## src/rtl/mux_pkg.sv

```systemverilog
// Shared helpers for mux blocks: width derivation for channel select/index signals
// and the selection-mode encoding.
package mux_pkg;

  typedef enum logic {
    MODE_FIXED = 1'b0,
    MODE_RR    = 1'b1
  } mode_e;

  // Smallest r such that 2**r >= value; constant-evaluable for parameter derivation.
  function automatic int clog2(input int value);
    int r;
    r = 0;
    for (int i = 0; i < 31; i++) begin
      if ((1 << i) < value) r = i + 1;
    end
    return r;
  endfunction

  function automatic int sel_width(input int channels);
    return (clog2(channels) < 1) ? 1 : clog2(channels);
  endfunction

endpackage

```

## src/rtl/rr_arbiter.sv

```systemverilog
// Round-robin grant: first requester found searching upward from last_ptr+1 with wrap.
module rr_arbiter
  import mux_pkg::*;
#(
  parameter int  CHANNELS = 4,
  localparam int SELW     = sel_width(CHANNELS)
) (
  input  logic [CHANNELS-1:0] req,
  input  logic [SELW-1:0]     last_ptr,
  output logic [CHANNELS-1:0] grant,
  output logic [SELW-1:0]     grant_idx
);

  int   idx;
  logic found;

  always_comb begin
    grant     = '0;
    grant_idx = '0;
    found     = 1'b0;
    idx       = 0;
    for (int k = 1; k <= CHANNELS; k++) begin
      idx = int'(last_ptr) + k;
      if (idx >= CHANNELS) idx = idx - CHANNELS;
      // Compare against each channel rather than indexing with a computed int.
      for (int c = 0; c < CHANNELS; c++) begin
        if (!found && (c == idx) && req[c]) begin
          grant[c]  = 1'b1;
          grant_idx = SELW'(c);
          found     = 1'b1;
        end
      end
    end
  end

endmodule

```

## src/rtl/round_robin_mux.sv

```systemverilog
// Channel mux with fixed or round-robin selection feeding a one-word registered
// output stage with valid/ready handshake on both sides.
module round_robin_mux
  import mux_pkg::*;
#(
  parameter int  CHANNELS = 4,
  parameter int  WIDTH    = 8,
  localparam int SELW     = sel_width(CHANNELS)
) (
  input  logic                      clk,
  input  logic                      reset,
  input  logic [CHANNELS*WIDTH-1:0] in,
  input  logic [CHANNELS-1:0]       in_valid,
  output logic [CHANNELS-1:0]       in_ready,
  input  logic                      mode,
  input  logic [SELW-1:0]           s,
  output logic [WIDTH-1:0]          out,
  output logic                      out_valid,
  input  logic                      out_ready,
  output logic [SELW-1:0]           out_sel
);

  logic [WIDTH-1:0]    in_words [CHANNELS];
  logic                out_valid_q, out_valid_d;
  logic [WIDTH-1:0]    out_q, out_d;
  logic [SELW-1:0]     out_sel_q, out_sel_d;
  logic [SELW-1:0]     last_ptr_q, last_ptr_d;

  logic                load;
  logic                rr_mode;
  logic [CHANNELS-1:0] rr_grant;
  logic [SELW-1:0]     rr_idx;
  logic [CHANNELS-1:0] fixed_grant;
  logic [CHANNELS-1:0] grant;
  logic [CHANNELS-1:0] accept;
  logic [SELW-1:0]     sel_idx;
  logic [WIDTH-1:0]    sel_word;

  generate
    for (genvar gi = 0; gi < CHANNELS; gi++) begin : g_unpack
      assign in_words[gi] = in[gi*WIDTH +: WIDTH];
    end
  endgenerate

  rr_arbiter #(
    .CHANNELS (CHANNELS)
  ) u_arb (
    .req       (in_valid),
    .last_ptr  (last_ptr_q),
    .grant     (rr_grant),
    .grant_idx (rr_idx)
  );

  // An out-of-range s matches no channel, so nothing is granted.
  always_comb begin
    fixed_grant = '0;
    for (int c = 0; c < CHANNELS; c++) begin
      if (SELW'(c) == s) fixed_grant[c] = 1'b1;
    end
  end

  assign rr_mode  = (mode_e'(mode) == MODE_RR);
  assign load     = !reset && (!out_valid_q || out_ready);
  assign grant    = rr_mode ? rr_grant : fixed_grant;
  assign in_ready = load ? grant : '0;
  assign accept   = in_ready & in_valid;
  assign sel_idx  = rr_mode ? rr_idx : s;

  always_comb begin
    sel_word = '0;
    for (int c = 0; c < CHANNELS; c++) begin
      if (SELW'(c) == sel_idx) sel_word = in_words[c];
    end
  end

  // A new word overwrites a departing one, so back-to-back transfers keep full rate.
  always_comb begin
    out_valid_d = out_valid_q;
    out_d       = out_q;
    out_sel_d   = out_sel_q;
    last_ptr_d  = last_ptr_q;
    if (out_valid_q && out_ready) out_valid_d = 1'b0;
    if (|accept) begin
      out_valid_d = 1'b1;
      out_d       = sel_word;
      out_sel_d   = sel_idx;
      last_ptr_d  = sel_idx;
    end
  end

  always_ff @(posedge clk) begin
    if (reset) begin
      out_valid_q <= 1'b0;
      out_q       <= '0;
      out_sel_q   <= '0;
      last_ptr_q  <= SELW'(CHANNELS - 1);
    end else begin
      out_valid_q <= out_valid_d;
      out_q       <= out_d;
      out_sel_q   <= out_sel_d;
      last_ptr_q  <= last_ptr_d;
    end
  end

  assign out       = out_q;
  assign out_valid = out_valid_q;
  assign out_sel   = out_sel_q;

endmodule

```

## config.mk

```make
export PLATFORM = sky130hd
export DESIGN_NAME = round_robin_mux
export DESIGN_NICKNAME = d
export VERILOG_FILES = /design/src/rtl/mux_pkg.sv /design/src/rtl/rr_arbiter.sv /design/src/rtl/round_robin_mux.sv
export SDC_FILE = /design/constraint.sdc
export NUM_CORES = 1
export LEC_CHECK = 0
export CAP_MARGIN = 5
export CORE_UTILIZATION = 45
export CTS_CLUSTER_DIAMETER = 80
export DETAILED_ROUTE_END_ITERATION = 6
export PLACE_DENSITY = 0.83
export RECOVER_POWER = 50
export SYNTH_ARGS = -nofsm -noshare
export SYNTH_HDL_FRONTEND = slang
export SYNTH_SLANG_ARGS = --single-unit
```

## constraint.sdc

```tcl
create_clock -name clk -period 2.8 [get_ports clk]
set_input_delay 0.28 -clock clk [delete_from_list [all_inputs] [get_ports clk]]
set_output_delay 0.28 -clock clk [all_outputs]
set_load 0.05 [all_outputs]
```

# After elaboration in Yosys (flattened, before gate mapping)

Index checks and enable logic that the tools add are counted.

Flip-flop bits (word level): 13
Bits in latches: 0
Bits in writable memories: 0
Memory bits (read-only): 0
Input port bits: 42
Logic and storage cells: 156
Memories: 0

$add $sub $neg: 8
Multiply operators: 0
Div/mod/pow operators: 0
$lt $le $gt $ge: 4
Equal/unequal tests: 18
Shifts and indexed selects: 0
Muxes and demuxes: 62
Bitwise operators: 1
Reductions and logical operators: 59

Operator list:

| kind                    | count |
|---|---|
| $eq A3 B32 Y1 const A   | 8 |
| $eq A2 B32 Y1 const A   | 4 |
| $ge A32 B4 Y1 const B   | 4 |
| $logic_not A32 Y1       | 4 |
| $mux W32                | 4 |
| $sub A32 B4 Y32 const B | 4 |
| $mux W1                 | 37 |
| $logic_and A1 B1 Y1     | 33 |
| $mux W8                 | 4 |
| $mux W2                 | 15 |
| $logic_not A1 Y1        | 17 |
| $eq A2 B2 Y1 const A    | 4 |
| $mux W4                 | 2 |
| $add A2 B2 Y3 const B   | 2 |
| $add A2 B3 Y4 const B   | 1 |
| $and A4 B4 Y4           | 1 |
| $eq A1 B2 Y1 const A    | 2 |
| $logic_not A2 Y1        | 2 |
| $reduce_or A4 Y1        | 1 |
| $add A2 B1 Y3 const B   | 1 |
| $reduce_bool A2 Y1      | 1 |
| $logic_or A1 B1 Y1      | 1 |

# Longest topological paths before layout

Gate-level depths: netlist of the first run.

Word-level depth: 72
Mapped depth: 8
Gate-level depth less buffers: 6

# Hierarchy

Synthesis of the first run repeated with hierarchy kept, for this count alone.

Cells, all modules: 118
Area, all modules: 1062.3 µm²

Modules (own cells, without submodules):

| module          | times used | cells an instance | area an instance (µm²) | seq. area each (µm²) |
|---|---|---|---|---|
| round_robin_mux | 1          | 95                | 914.6                  | 260.2 |
| rr_arbiter      | 1          | 23                | 147.6                  | 0.0 |

# Worst setup path before layout of the first run

No wires, ideal clock.

Path kind: in2out
From: input in_valid[3]
To: output in_ready[2]
Arrival: 1.879 ns
Data required time: 2.520 ns
Setup slack: 0.641 ns
Stages on the path: 5
Path buffers: 1
Cell sequence: buf_4 > a21oi_1 > o211ai_1 > or2_2 > a21oi_1

Longest elaborated chain between the ends: 48
Elaborated cells between the ends (all ways): 50

Ends and longest elaborated chain:

| what                             | line                  | text |
|---|---|---|
| start: declaration               | round_robin_mux.sv:13 | `input logic [CHANNELS-1:0] in_valid,` |
| $logic_and A1 B1 Y1              | rr_arbiter.sv:27      | `if (!found && (c == idx) && req[c]) begin` |
| $mux W1                          | rr_arbiter.sv:27      |  |
| $logic_not A1 Y1                 | rr_arbiter.sv:27      |  |
| $logic_and A1 B1 Y1 (2 in a row) | rr_arbiter.sv:27      |  |
| $mux W1                          | rr_arbiter.sv:27      |  |
| $logic_not A1 Y1                 | rr_arbiter.sv:27      |  |
| $logic_and A1 B1 Y1 (2 in a row) | rr_arbiter.sv:27      |  |
| $mux W1                          | rr_arbiter.sv:27      |  |
| [... 28 more ...]                | --                    |  |
| $logic_not A1 Y1                 | rr_arbiter.sv:27      |  |
| $logic_and A1 B1 Y1 (2 in a row) | rr_arbiter.sv:27      |  |
| $mux W1                          | rr_arbiter.sv:27      |  |
| $logic_not A1 Y1                 | rr_arbiter.sv:27      |  |
| $logic_and A1 B1 Y1 (2 in a row) | rr_arbiter.sv:27      |  |
| $mux W1 (*)                      | rr_arbiter.sv:27      |  |
| $mux W4 (*)                      | round_robin_mux.sv:64 | `assign grant = rr_mode ? rr_grant : fixed_grant;` |
| $mux W4 (*)                      | round_robin_mux.sv:65 | `assign in_ready = load ? grant : '0;` |
| end: declaration                 | round_robin_mux.sv:14 | `output logic [CHANNELS-1:0] in_ready,` |

Every way passes the cells marked *; elsewhere a longest branch is shown, timed or not.

# Final worst setup path of the first run

From: input in_valid[3]
To: output in_ready[1]

Longest elaborated chain between the ends: 44
Elaborated cells between the ends (all ways): 46

Ends and longest elaborated chain:

| what                             | line |
|---|---|
| $logic_and A1 B1 Y1              | rr_arbiter.sv:27 |
| $mux W1                          | rr_arbiter.sv:27 |
| $logic_not A1 Y1                 | rr_arbiter.sv:27 |
| $logic_and A1 B1 Y1 (2 in a row) | rr_arbiter.sv:27 |
| $mux W1                          | rr_arbiter.sv:27 |
| $logic_not A1 Y1                 | rr_arbiter.sv:27 |
| $logic_and A1 B1 Y1 (2 in a row) | rr_arbiter.sv:27 |
| $mux W1                          | rr_arbiter.sv:27 |
| [... 24 more ...]                | -- |
| $logic_not A1 Y1                 | rr_arbiter.sv:27 |
| $logic_and A1 B1 Y1 (2 in a row) | rr_arbiter.sv:27 |
| $mux W1                          | rr_arbiter.sv:27 |
| $logic_not A1 Y1                 | rr_arbiter.sv:27 |
| $logic_and A1 B1 Y1 (2 in a row) | rr_arbiter.sv:27 |
| $mux W1 (*)                      | rr_arbiter.sv:27 |
| $mux W4 (*)                      | round_robin_mux.sv:64 |
| $mux W4 (*)                      | round_robin_mux.sv:65 |

Marks and branches as above.

==> results.json, run 1 <==
{
  "synth_edf_count": 0,
  "synth-compound-area-share": 0.489,
  "synth_area_leaders": "dfxtp_1 (20%), o21ai_0 (9.4%), a21oi_1 (6.7%)",
  "cts.sinks": 13,
  "first_iter_violations": 80,
  "synth-xor-area-share": 0,
  "diodes": 0,
  "crit_path_top_delay_cell": "clkdlybuf4s50_1",
  "die-area_mm2": 0.00304,
  "die_h_um": 55.2,
  "fill_cells": 216,
  "cts_setup_buffers": 0,
  "synth_top_flop_cell": "dfxtp_1",
  "yosys-mux-area-fraction": 0,
  "crit_type": "input port to output port",
  "worst-path-buf-inv": 2,
  "rows": 18,
  "globalplace.congestion": 0.798,
  "multi_input_area_um2": 936,
  "cp_common_cell": "a21oi_1",
  "final_core_util": 0.751,
  "rsz0062_at_grt": "no",
  "fin_setup_tns_ps": 0,
  "viasPerCell": 6.21,
  "grt_pass1_vias": 1560,
  "switching_share": 0.425,
  "ant_nets": 0,
  "layout.nets": 276,
  "maxSlewViolCount": 0,
  "clock_tree.buffer_depth": 2,
  "holdBufCountCts": 0,
  "cts_tree": "built",
  "dp_hpwl_um": 3290,
  "clock.fmax_mhz": 392,
  "synthSimpleGateAreaFrac": 0.247,
  "wire_per_inst_um": 16.0,
  "stdcell_count": 263,
  "synth_top_family_by_area": "compound AO/OA/AOI/OAI gates",
  "synthAdderAreaFrac": 0,
  "cap_violations": 0,
  "slowest_delay_ps": 670,
  "synth_nets": 219,
  "yosysWarnings": 0,
  "ios": 57,
  "synth_most_common_cell": "o21ai_0",
  "grt_overflow": 0,
  "dp_cells": 259,
  "cp-start-kind": "input port",
  "p_comb_frac": 0.553,
  "numCtsBuffers": 3,
  "syn_area_mm2": 0.00127,
  "cp_data_required_time_ps": 2520,
  "root_buffer": "clkbuf_4",
  "drcViolationCount": 0,
  "end_kind": "output port",
  "powerDensity_mw_per_mm2": 405,
  "fin_skew_ps": 1.09,
  "grt_max_degree": 15,
  "synthTopCellsByCount": "o21ai_0 (24), a21oi_1 (17), nand2_1 (17), dfxtp_1 (13), nor2_1 (9)",
  "seq_area_um2": 260,
  "clkPwrFrac": 0.151,
  "critPathArrivalTime_ps": 2270,
  "cts-resized-gates": 0,
  "synth_seq_cells": 13,
  "vias": 1632,
  "initial_utilization": 0.496,
  "syn_avg_cell_area_um2": 7.19,
  "synth_top_area_cell": "dfxtp_1",
  "p_int_uw": 449,
  "coreArea_mm2": 0.00257,
  "port_buffers": 56,
  "worstPathMaxFanout": 11,
  "die_x_um": 55.2,
  "finalSetupViolCount": 0,
  "fin_worst_hold_slack_ps": 512,
  "antenna_found_initial": 0,
  "ys_types": 43,
  "drive_above_1_share": 0.107,
  "netlist_instances": 177,
  "critPathTopFamily": "compound AO/OA/AOI/OAI gates",
  "grt_pass1_wl_um": 6510,
  "clk_pin_slew_worst_paths_ps": 80,
  "cp_cell_sequence": "clkdlybuf4s50_1 -> a21oi_1 -> o211ai_1 -> o21ai_0 -> a21oi_1 -> and3_1 -> buf_12",
  "switching_power_uw": 332,
  "htree_num_levels": 1,
  "max-vdd-ir-drop_mv": 0.546,
  "dr.pass1.iters": 5,
  "synth.top_cell.area_share": 0.205,
  "power_uw": 782,
  "fin_crit_ps": 2550,
  "hold_viol": 0,
  "p_leak_uw": 0.000735,
  "grt_usage": 0.295,
  "relSlewSlack": 0.647,
  "synthArstFlopShare": 0,
  "finalCritPeriodShare": 0.911,
  "outcome": "finished clean",
  "seqPwrFrac": 0.296,
  "tightest_slew_ps": 528,
  "wirelength_um": 4200,
  "clock_latency_ps": 280,
  "hold_class": "flop to flop",
  "synthToLayoutAreaGrowth_pct": 51.5,
  "ys_seq_area_frac": 0.205
}
[placed cells by master, fill, tap and decap left out, drive strengths merged]
| master | instances |
|---|---|
| buf | 10 |
| o32a | 1 |
| nor3b | 7 |
| nand4b | 1 |
| a32oi | 1 |
| clkdlybuf4s50 | 41 |
| a211oi | 1 |
| o211ai | 2 |
| or2 | 4 |
| o221a | 2 |
| o31a | 1 |
| clkbuf | 4 |
| dlygate4sd3 | 11 |
| inv | 6 |
| a221o | 7 |
| o32ai | 2 |
| a21o | 6 |
| a311oi | 8 |
| dfxtp | 13 |
| o22ai | 2 |
| a31oi | 2 |
| nor2 | 9 |
| a211o | 1 |
| o31ai | 3 |
| and2 | 2 |
| a21boi | 1 |
| nand2b | 6 |
| nor3 | 8 |
| and3 | 1 |
| a21bo | 1 |
| nand2 | 17 |
| o22a | 1 |
| nor2b | 3 |
| o221ai | 1 |
| a21oi | 18 |
| o21ai | 26 |
| nand3 | 3 |
[worst paths after layout]
| check | startpoint | end | slack, ps | depth (start not counted) |
|---|---|---|---|---|
| hold / removal | out[1] | out[1] | 510 | 2 |
| hold reg to reg | out[1] | out[1] | 510 | 2 |
| setup reg to reg | last_ptr_q[1] | out[7] | 630 | 7 |
| setup / recovery | in_valid[3] | in_ready[1] | 250 | 7 |
[area by class of cell]
cell class / instances / area share
clock buffers: 4 / 0.0136
inverters: 6 / 0.0117
multi-input cells: 148 / 0.485
flip-flops and latches: 13 / 0.135
well taps: 30 / 0.0195
repair buffers: 62 / 0.335
[cells by family (layout without fill, tap and decap cells)]
group / Yosys count / after routing
AO/OA/AOI/OAI: 87 / 87
AND/OR/NAND/NOR: 61 / 61
buffers and inverters: 16 / 72
flip-flops: 13 / 13
[stage by stage]
| stage | setup slack (ps) | area [um2] |
|---|---|---|
| 3_5_place_dp | 268 | 1900 |
| 6_report | 248 | 1930 |
| 2_1_floorplan | 641 | 1270 |
| 3_3_place_gp | 361 | 1900 |
| 5_1_grt | 136 | 1930 |
| 4_1_cts | 297 | 1930 |
[state kept, by name (all words and copies together), names as in the netlist]
| signal | count |
|---|---|
| out | 8 |
| out_valid | 1 |
| last_ptr_q | 2 |
| out_sel | 2 |
[worst min-delay path, stage by stage, from the launching register on]
cell and delay [ps]:
dfxtp_1 320, nand4b_1 90, o31ai_1 60
[metal layers]
layer | vias to the layer above | share of wire | track usage
li1 | 796 | - | -
met1 | 743 | 0.42 | 0.343
met2 | 83 | 0.50 | 0.544
met3 | 10 | 0.063 | 0.0519
met4 | 0 | 0.015 | 0.0833
met5 | - | 0 | 0
[power by group through the flow]
stage               combinational, uW  sequential, uW  clock, uW
floorplan                         201             300          0
global placement                  426             236          0
detailed placement                436             236          0
CTS                               437             232        120
global route                      461             235        131
finish                            433             231        118
Power figures use the tool's default switching activity.
==> run 2: changes to the inputs <==
- ABC_CLOCK_PERIOD_IN_PS: default -> 2800
- CORE_MARGIN: default -> 2
==> run 2 against run 1 <==
- total power is 0.66% lower
- critical path depth stayed put
- worst hold slack worse by 28 ps
- combinational power is 1% lower
- via count is 1.8% higher
- first-iteration DRC count is 110% higher
- clock skew is 1.5 ps higher
- final cell count stayed put
- die area is 7.4% higher
- maximum frequency is 0.88% higher
- core utilization is 4.8 points lower
- global-route usage is 3.1 points lower
- largest cell class unchanged
- largest power group unchanged
==> results.json, run 2 (synthesized netlist as in run 1, its figures left out) <==
{
  "worstPathMaxFanout": 10,
  "drive_above_1_share": 0.0991,
  "diodes": 0,
  "outcome": "finished clean",
  "layout.nets": 275,
  "wirelength_um": 4300,
  "port_buffers": 56,
  "vias": 1662,
  "cp-start-kind": "input port",
  "rsz0062_at_grt": "no",
  "grt_max_degree": 22,
  "ios": 57,
  "stdcell_count": 263,
  "hold_viol": 0,
  "reg2reg_slack_ps": 670,
  "hold_class": "flop to flop",
  "dp_hpwl_um": 3350,
  "largest_register_ffs": 8,
  "die-area_mm2": 0.00327,
  "r2r_cells": 6,
  "die_x_um": 57.2,
  "grt_overflow": 0,
  "wl_met3_um": 284,
  "slowest_delay_ps": 670,
  "root_buffer": "clkbuf_4",
  "clock_tree.buffer_depth": 2,
  "powerDensity_mw_per_mm2": 408,
  "worstReg2RegEnd": "out[5]",
  "die_h_um": 57.2,
  "wire_per_inst_um": 16.3,
  "cts_tree": "built",
  "hold_depth": 2,
  "min-delay-start": "out_sel[0]",
  "max-vdd-ir-drop_mv": 0.479,
  "viasPerCell": 6.32,
  "p_int_uw": 445,
  "cts.sinks": 13,
  "cp_data_required_time_ps": 2520,
  "p_comb_frac": 0.550,
  "switching_power_uw": 332,
  "tightest_slew_ps": 603,
  "initial_utilization": 0.470,
  "final_cell_mix": "clkdlybuf4s50_1 (40), o21ai_0 (25), a21oi_1 (17), nand2_1 (17), dfxtp_1 (13)",
  "drcViolationCount": 0,
  "met2_length_um": 2120,
  "grt_pass1_wl_um": 6870,
  "power_uw": 777,
  "rows": 19,
  "cts-resized-gates": 0,
  "crit_path_top_delay_cell": "clkdlybuf4s50_1",
  "numCtsBuffers": 3,
  "synthToLayoutAreaGrowth_pct": 49.8,
  "hold_path_end": "out_sel[0]",
  "crit_type": "input port to output port",
  "switching_share": 0.427,
  "antenna_found_initial": 0,
  "end_kind": "output port",
  "ant_nets": 0,
  "clk_pin_slew_worst_paths_ps": 80,
  "timing.rr.start": "last_ptr_q[1]",
  "dp_cells": 259,
  "coreArea_mm2": 0.00271,
  "cp_cell_sequence": "clkdlybuf4s50_1 -> nand2b_1 -> a31oi_1 -> a21boi_0 -> a21oi_1 -> and3_1 -> buf_12",
  "holdBufCountCts": 0,
  "seqPwrFrac": 0.298,
  "fin_skew_ps": 2.60,
  "finalCritPeriodShare": 0.903,
  "relSlewSlack": 0.600,
  "finalSetupViolCount": 0,
  "final_common_cell": "clkdlybuf4s50_1",
  "place_ws_ps": 300,
  "setup_slack_ps": 270,
  "critPathArrivalTime_ps": 2250,
  "wl_met1_um": 1880,
  "p_leak_uw": 0.000723,
  "cts_setup_buffers": 0,
  "grt_pass1_vias": 1523,
  "cap_violations": 0,
  "dr.pass1.iters": 4,
  "maxSlewViolCount": 0,
  "fin_crit_ps": 2530,
  "first_iter_violations": 166,
  "globalplace.congestion": 0.819,
  "grt_usage": 0.264,
  "top_layer": "met4",
  "clock_latency_ps": 280,
  "fin_setup_tns_ps": 0,
  "clock.fmax_mhz": 395,
  "clkPwrFrac": 0.152,
  "final_core_util": 0.703,
  "htree_num_levels": 1
}
[run 2: cell count changes in the layout (fill, tap and decap cells not counted), sizes merged]
| cell | change |
|---|---|
| dlygate4sd3 | +1 |
| clkbuf | +1 |
| clkdlybuf4s50 | -1 |
| buf | -2 |
[run 2: cell type report]
cell class,instances,area [um2]
sequential,13,260
inverter,6,22.5
fill,218,805
clock buffer,4,26.3
tap,31,38.8
timing repair buffer,61,622
multi-input combinational,148,936
[run 2: critical path: cells and delay by family]
family / cells / cell delay, ps
buffers and inverters: 2 / 820
AO/OA/AOI/OAI: 3 / 790
AND/OR/NAND/NOR: 2 / 350
[run 2: worst max-delay path by stage]
stage	slack [ps]	start	to
after floorplan	640	in_valid[3]	in_ready[2]
after CTS	290	in_valid[1]	in_ready[1]
after global routing	90	in_valid[3]	in_ready[1]
after global placement	330	in_valid[1]	in_ready[1]
after detailed placement	300	in_valid[1]	in_ready[1]
final	270	in_valid[1]	in_ready[1]
[run 2: power by group through the flow]
stage,Sequential [uW],Clock (uW),Combinational (uW)
CTS,232,120,438
global placement,235,0,430
finish,232,118,427
global route,235,130,457
floorplan,300,0,201
detailed placement,236,0,436
[run 2: metrics by stage]
| stage | hold slack, ps | area (um2) |
|---|---|---|
| 4_1_cts | 482 | 1920 |
| 5_1_grt | 500 | 1910 |
| 3_3_place_gp | 469 | 1900 |
| 3_5_place_dp | 468 | 1900 |
| 6_report | 484 | 1910 |
| 2_1_floorplan | 374 | 1270 |
[run 2: routing by layer]
metal / up-vias / GRT usage
met3: 6 / 0.0522
met4: 0 / 0.0532
met2: 73 / 0.437
met1: 783 / 0.359
li1: 800 / -
met5: - / 0
==> variant 1, RTL diff (settings of run 2) <==
Set the parameter `WIDTH` to 12 (it was 8).
--- a/src/rtl/round_robin_mux.sv
+++ b/src/rtl/round_robin_mux.sv
@@ -4,7 +4,7 @@
   import mux_pkg::*;
 #(
   parameter int  CHANNELS = 4,
-  parameter int  WIDTH    = 8,
+  parameter int  WIDTH    = 12,
   localparam int SELW     = sel_width(CHANNELS)
 ) (
   input  logic                      clk,
Ports: changed (resized in and out); port bits go from 57 to 77. The function was not compared with the original's and may differ.
==> variant 1 against run 2 <==
Critical path type unchanged. Sequential cell count up 4. Area after synthesis up 28%. Via count up 19%. Utilization up 2.7 points. Worst setup slack better by 0.067 ns. Routed wire length up 28%. Synthesized cell count up 22%. Design area up 31%. Global-route usage up 0.20 points. Sequential share of layout area about the same. Largest power group unchanged. Power up 30%. Count of clock-buffer cells in the layout unchanged.
==> variant 1: results (changes against run 2) <==
outcome: "complete, no violations"
syn_inst: 216  # +22%
synthAdderAreaFrac: 0  # unchanged
max_slew_margin: 0.633  # +0.0333
slowest_delay_ns: 0.64  # -0.03 ns
yosysWarnings: 0  # unchanged
cp_max_fo: 12  # +2
grt_pass1_wl_mm: 8.61  # +25%
rr_endpoint: "out[4]"
cts.repair.resized: 0  # unchanged
ys_types: 56  # +30%
wirelength_mm: 5.50  # +28%
async_flop_share: 0  # unchanged
p_leak_nw: 0.978  # +35%
drt-initial-drc-count: 176  # +6.0%
yosys-mux-area-fraction: 0.0123  # +0.0123
min_to: "out_sel[1]"
track_usage: 0.266  # +0.00203
largest_reg_flops: 12  # +4
firstDrtPassIters: 5  # +1
post-cts-setup-buffers: 0  # unchanged
ir_drop_uv: 204  # -57%
synthXorXnorAreaFrac: 0  # unchanged
crit_family: "simple AND/OR/NAND/NOR gates"
hpwl_mm: 4.23  # +27%
grt_max_degree: 23  # +4.5%
drive_gt1_frac: 0.121  # +0.0220
wl_per_cell_um: 16.4  # +0.55%
yosysSeqAreaShare: 0.209  # +0.00407
dpl.cell_count: 331  # +28%
portBuffers: 76  # +36%
r2r-start: "last_ptr_q[0]"
arrival_ns: 2.18  # -0.07 ns
fin_nets: 348  # +27%
syn-num-nets: 274  # +25%
routabilityCongestion: 0.975  # +19%
r2r_cells: 7  # +1
min-delay-start: "out_sel[1]"
synth_common_cells: "24 x a21oi_1, 21 x nand2_1, 17 x dfxtp_1, 16 x nor2_1"
cp_slowest_cell: "dlygate4sd3_1"
drt-vias-per-instance: 5.90  # -6.6%
clock_latency_ns: 0.29
grt_pass1_vias: 1805  # +19%
yosys-top-cells-area: "dfxtp_1 21%, a21oi_1 7.4%, a2bb2oi_1 4.8%"
intPower_w: 0.000575  # +29%
clock-skew-final_ns: 0.00510  # +0.00250 ns
regToRegSetupSlack_ns: 0.55  # -0.12 ns
synth_compound_area_frac: 0.495  # +0.00671
variant 1: cell types whose count changed in the layout (fill, tap and decap cells not counted), sizes merged, moves of 9 or more:
cell / run 2 / this run
a2bb2oi: 0 / 9
o21ai: 26 / 13
nor2: 9 / 19
clkdlybuf4s50: 40 / 56
variant 1: worst max path at each step:
stage	from	end	depth (start not counted)
4_1_cts	last_ptr_q[0]	in_ready[1]	6
3_3_place_gp	in_valid[1]	out[1]	8
5_1_grt	in_valid[3]	in_ready[1]	7
2_1_floorplan	last_ptr_q[0]	in_ready[3]	6
6_report	in_valid[3]	in_ready[1]	7
3_5_place_dp	in_valid[2]	out[11]	8
variant 1: metal layers:
metal  GRT usage  wire [um]  up-vias
met3      0.0246        439        8
met5           0          0        -
li1            -          -      968
met2       0.422       2580      121
met4       0.114        100        0
met1       0.366       2380      881
variant 1: cell families after synthesis:
logic type             count (synthesis)
AO/OA/AOI/OAI                        104
AND/OR/NAND/NOR                       64
buffers and inverters                 29
flip-flops                            17
multiplexers                           2
variant 1: tightest hold or removal path, cell delays in order, from the launching register on:
cell	delay, ns
dfxtp_1	0.32
nand2_1	0.05
a21oi_1	0.05
variant 1: cell type report:
class	instances	area [um^2]
clock buffers	4	26.3
fillers	289	923
inverters	11	41.3
multi-input cells	170	1140
flip-flops and latches	17	340
well taps	46	57.6
repair buffers	87	883
variant 1: per-stage QoR:
stage | instance area [um^2] | power [W] | worst slack, ns | hold WS (ns)
6_report | 2490 | 0.00101 | 0.338 | 0.459
2_1_floorplan | 1630 | 0.000674 | 0.788 | 0.439
4_1_cts | 2500 | 0.00102 | 0.419 | 0.466
5_1_grt | 2490 | 0.00106 | 0.207 | 0.482
3_5_place_dp | 2470 | 0.000888 | 0.277 | 0.453
3_3_place_gp | 2470 | 0.000881 | 0.337 | 0.443
variant 1: power by group through the flow:
stage / Clock (W) / Combinational (W) / Sequential, W
floorplan: 0 / 0.000274 / 0.000400
global placement: 0 / 0.000576 / 0.000305
detailed placement: 0 / 0.000582 / 0.000306
CTS: 0.000134 / 0.000584 / 0.000301
global route: 0.000145 / 0.000613 / 0.000304
finish: 0.000134 / 0.000574 / 0.000300
==> variant 2, RTL diff (flow settings as in run 2) <==
Made on the original files. Make the reset (`reset`) asynchronous in one clocked block.
--- a/src/rtl/round_robin_mux.sv
+++ b/src/rtl/round_robin_mux.sv
@@ -88,7 +88,7 @@
     end
   end
 
-  always_ff @(posedge clk) begin
+  always_ff @(posedge clk or posedge reset) begin
     if (reset) begin
       out_valid_q <= 1'b0;
       out_q       <= '0;
Formal check against the unedited RTL: differs if reset is asserted again (counterexample within 4 cycles, from zero or initial values and one cycle with reset high); with reset held inactive, the same outputs for 10 cycles.
==> variant 2 against run 2 <==
Sequential share of layout area up 2.7 points. Maximum frequency increased by 8.2%. Clock skew down 0.00084 ns. Worst setup slack better by 0.19 ns. Area after synthesis rose by 3.9%. Routed wire length is 1.3% higher. Sequential cell count did not move. Design area up 5.3%. Final cell count is 6.5% lower. Critical endpoint is now in_ready[3]. Highest routed layer unchanged.
Power is not compared: it rests on default switching activity, and its combinational part moved more than twofold at a synthesized area within 25%.
==> variant 2: results (changes against run 2) <==
synth_ff_type: "dfrtp_1"
cp_max_fo: 13  # +3
met3WireLength_um: 289  # +1.8%
ir_drop_uv: 1220
hpwl_mm: 3.55  # +6.1%
synth_area_per_cell_um2: 8.59  # +19%
wl_met2_mm: 2.32  # +9.2%
track_usage: 0.265  # +0.000758
cts_buffers: 3  # unchanged
arrival_ns: 2.06  # -0.19 ns
clock_latency_ns: 0.28  # about the same
yosys-mux-area-fraction: 0.0899  # +0.0899
synth_common_cells: "11 x a21oi_1, 11 x dfrtp_1, 11 x nor2_1"
yosysSeqAreaShare: 0.248  # +0.0433
syn-num-nets: 196  # -11%
met1_length_mm: 1.71  # -9.1%
slowest_delay_ns: 0.62  # -0.05 ns
largest_reg_flops: 8  # unchanged
drive_gt1_frac: 0.158  # +0.0590
ys_types: 47  # +9.3%
routabilityCongestion: 0.853  # +4.1%
startpoint: "mode"
fin_nets: 258  # -6.2%
drt-vias-per-instance: 6.11  # -3.3%
r2r-start: "last_ptr_q[1]"
outcome: "complete, no violations"
regToRegSetupSlack_ns: 0.48  # -0.19 ns
min-delay-start: "out_sel[0]"
grt_pass1_wl_mm: 6.90  # +0.51%
clock-skew-final_ns: 0.00176  # -0.000838 ns
tightest_slew_ns: 0.708  # +0.106 ns
vias: 1504  # -9.5%
wl_per_cell_um: 17.7  # +8.3%
dpl.cell_count: 242  # -6.6%
yosys-top-cells-area: "dfrtp_1 21%, mux2_4 5.7%, a21oi_1 4.2%"
grt_max_degree: 14  # -36%
async_flop_share: 1.00  # +1.00
drt-initial-drc-count: 83  # -50%
synth_compound_area_frac: 0.393  # -0.0961
grt_pass1_vias: 1548  # +1.6%
cts.repair.resized: 0  # unchanged
variant 2: cell types whose count changed in the layout (fill, tap and decap cells not counted), sizes merged, moves of 7 or more:
cell	change
o21ai	-17
dfxtp	-13
dfrtp	+11
nand2	-9
a311oi	-8
mux2	+8
a221o	-7
variant 2: path summary, 6_finish.rpt:
kind | endpoint | cells after the start
min in group asynchronous | out_sel[1] | 3
hold reg to reg | out_sel[0] | 1
setup reg to reg | out[5] | 7
max in group asynchronous | out[1] | 3
hold / removal | out_sel[0] | 1
setup / recovery | in_ready[3] | 7
variant 2: kinds of logic after synthesis:
| kind of cell | after synthesis |
|---|---|
| AO/OA/AOI/OAI | 68 |
| AND/OR/NAND/NOR | 46 |
| buffers and inverters | 18 |
| flip-flops | 13 |
| multiplexers | 9 |
variant 2: stage by stage:
step                hold WS (ns)  setup slack (ns)  total power, W  area (um^2)
floorplan                  0.164             0.601         0.00110         1320
global placement           0.466             0.284         0.00143         1980
detailed placement         0.473             0.219         0.00147         1980
CTS                        0.343             0.485         0.00160         2010
global route               0.513             0.370         0.00166         2010
finish                     0.482             0.462         0.00158         2010
variant 2: layout make-up:
cell class	count	area (um^2)
fillers	213	774
repair buffers	67	679
clock buffers	4	26.3
multi-input cells	123	905
well taps	31	38.8
flip-flops and latches	13	328
inverters	8	30.0
variant 2: metal layers:
metal	up-vias	global-route usage
met1	710	0.303
li1	715	-
met4	0	0.0399
met3	8	0.0536
met5	-	0
met2	71	0.511
variant 2: where the power goes:
part / internal, W / leakage (nW) / switching [W]
combinational: 0.000451 / 0.653 / 0.000612
sequential: 0.000293 / 0.154 / 0.0000994
clock: 0.0000554 / 0.0150 / 0.0000698
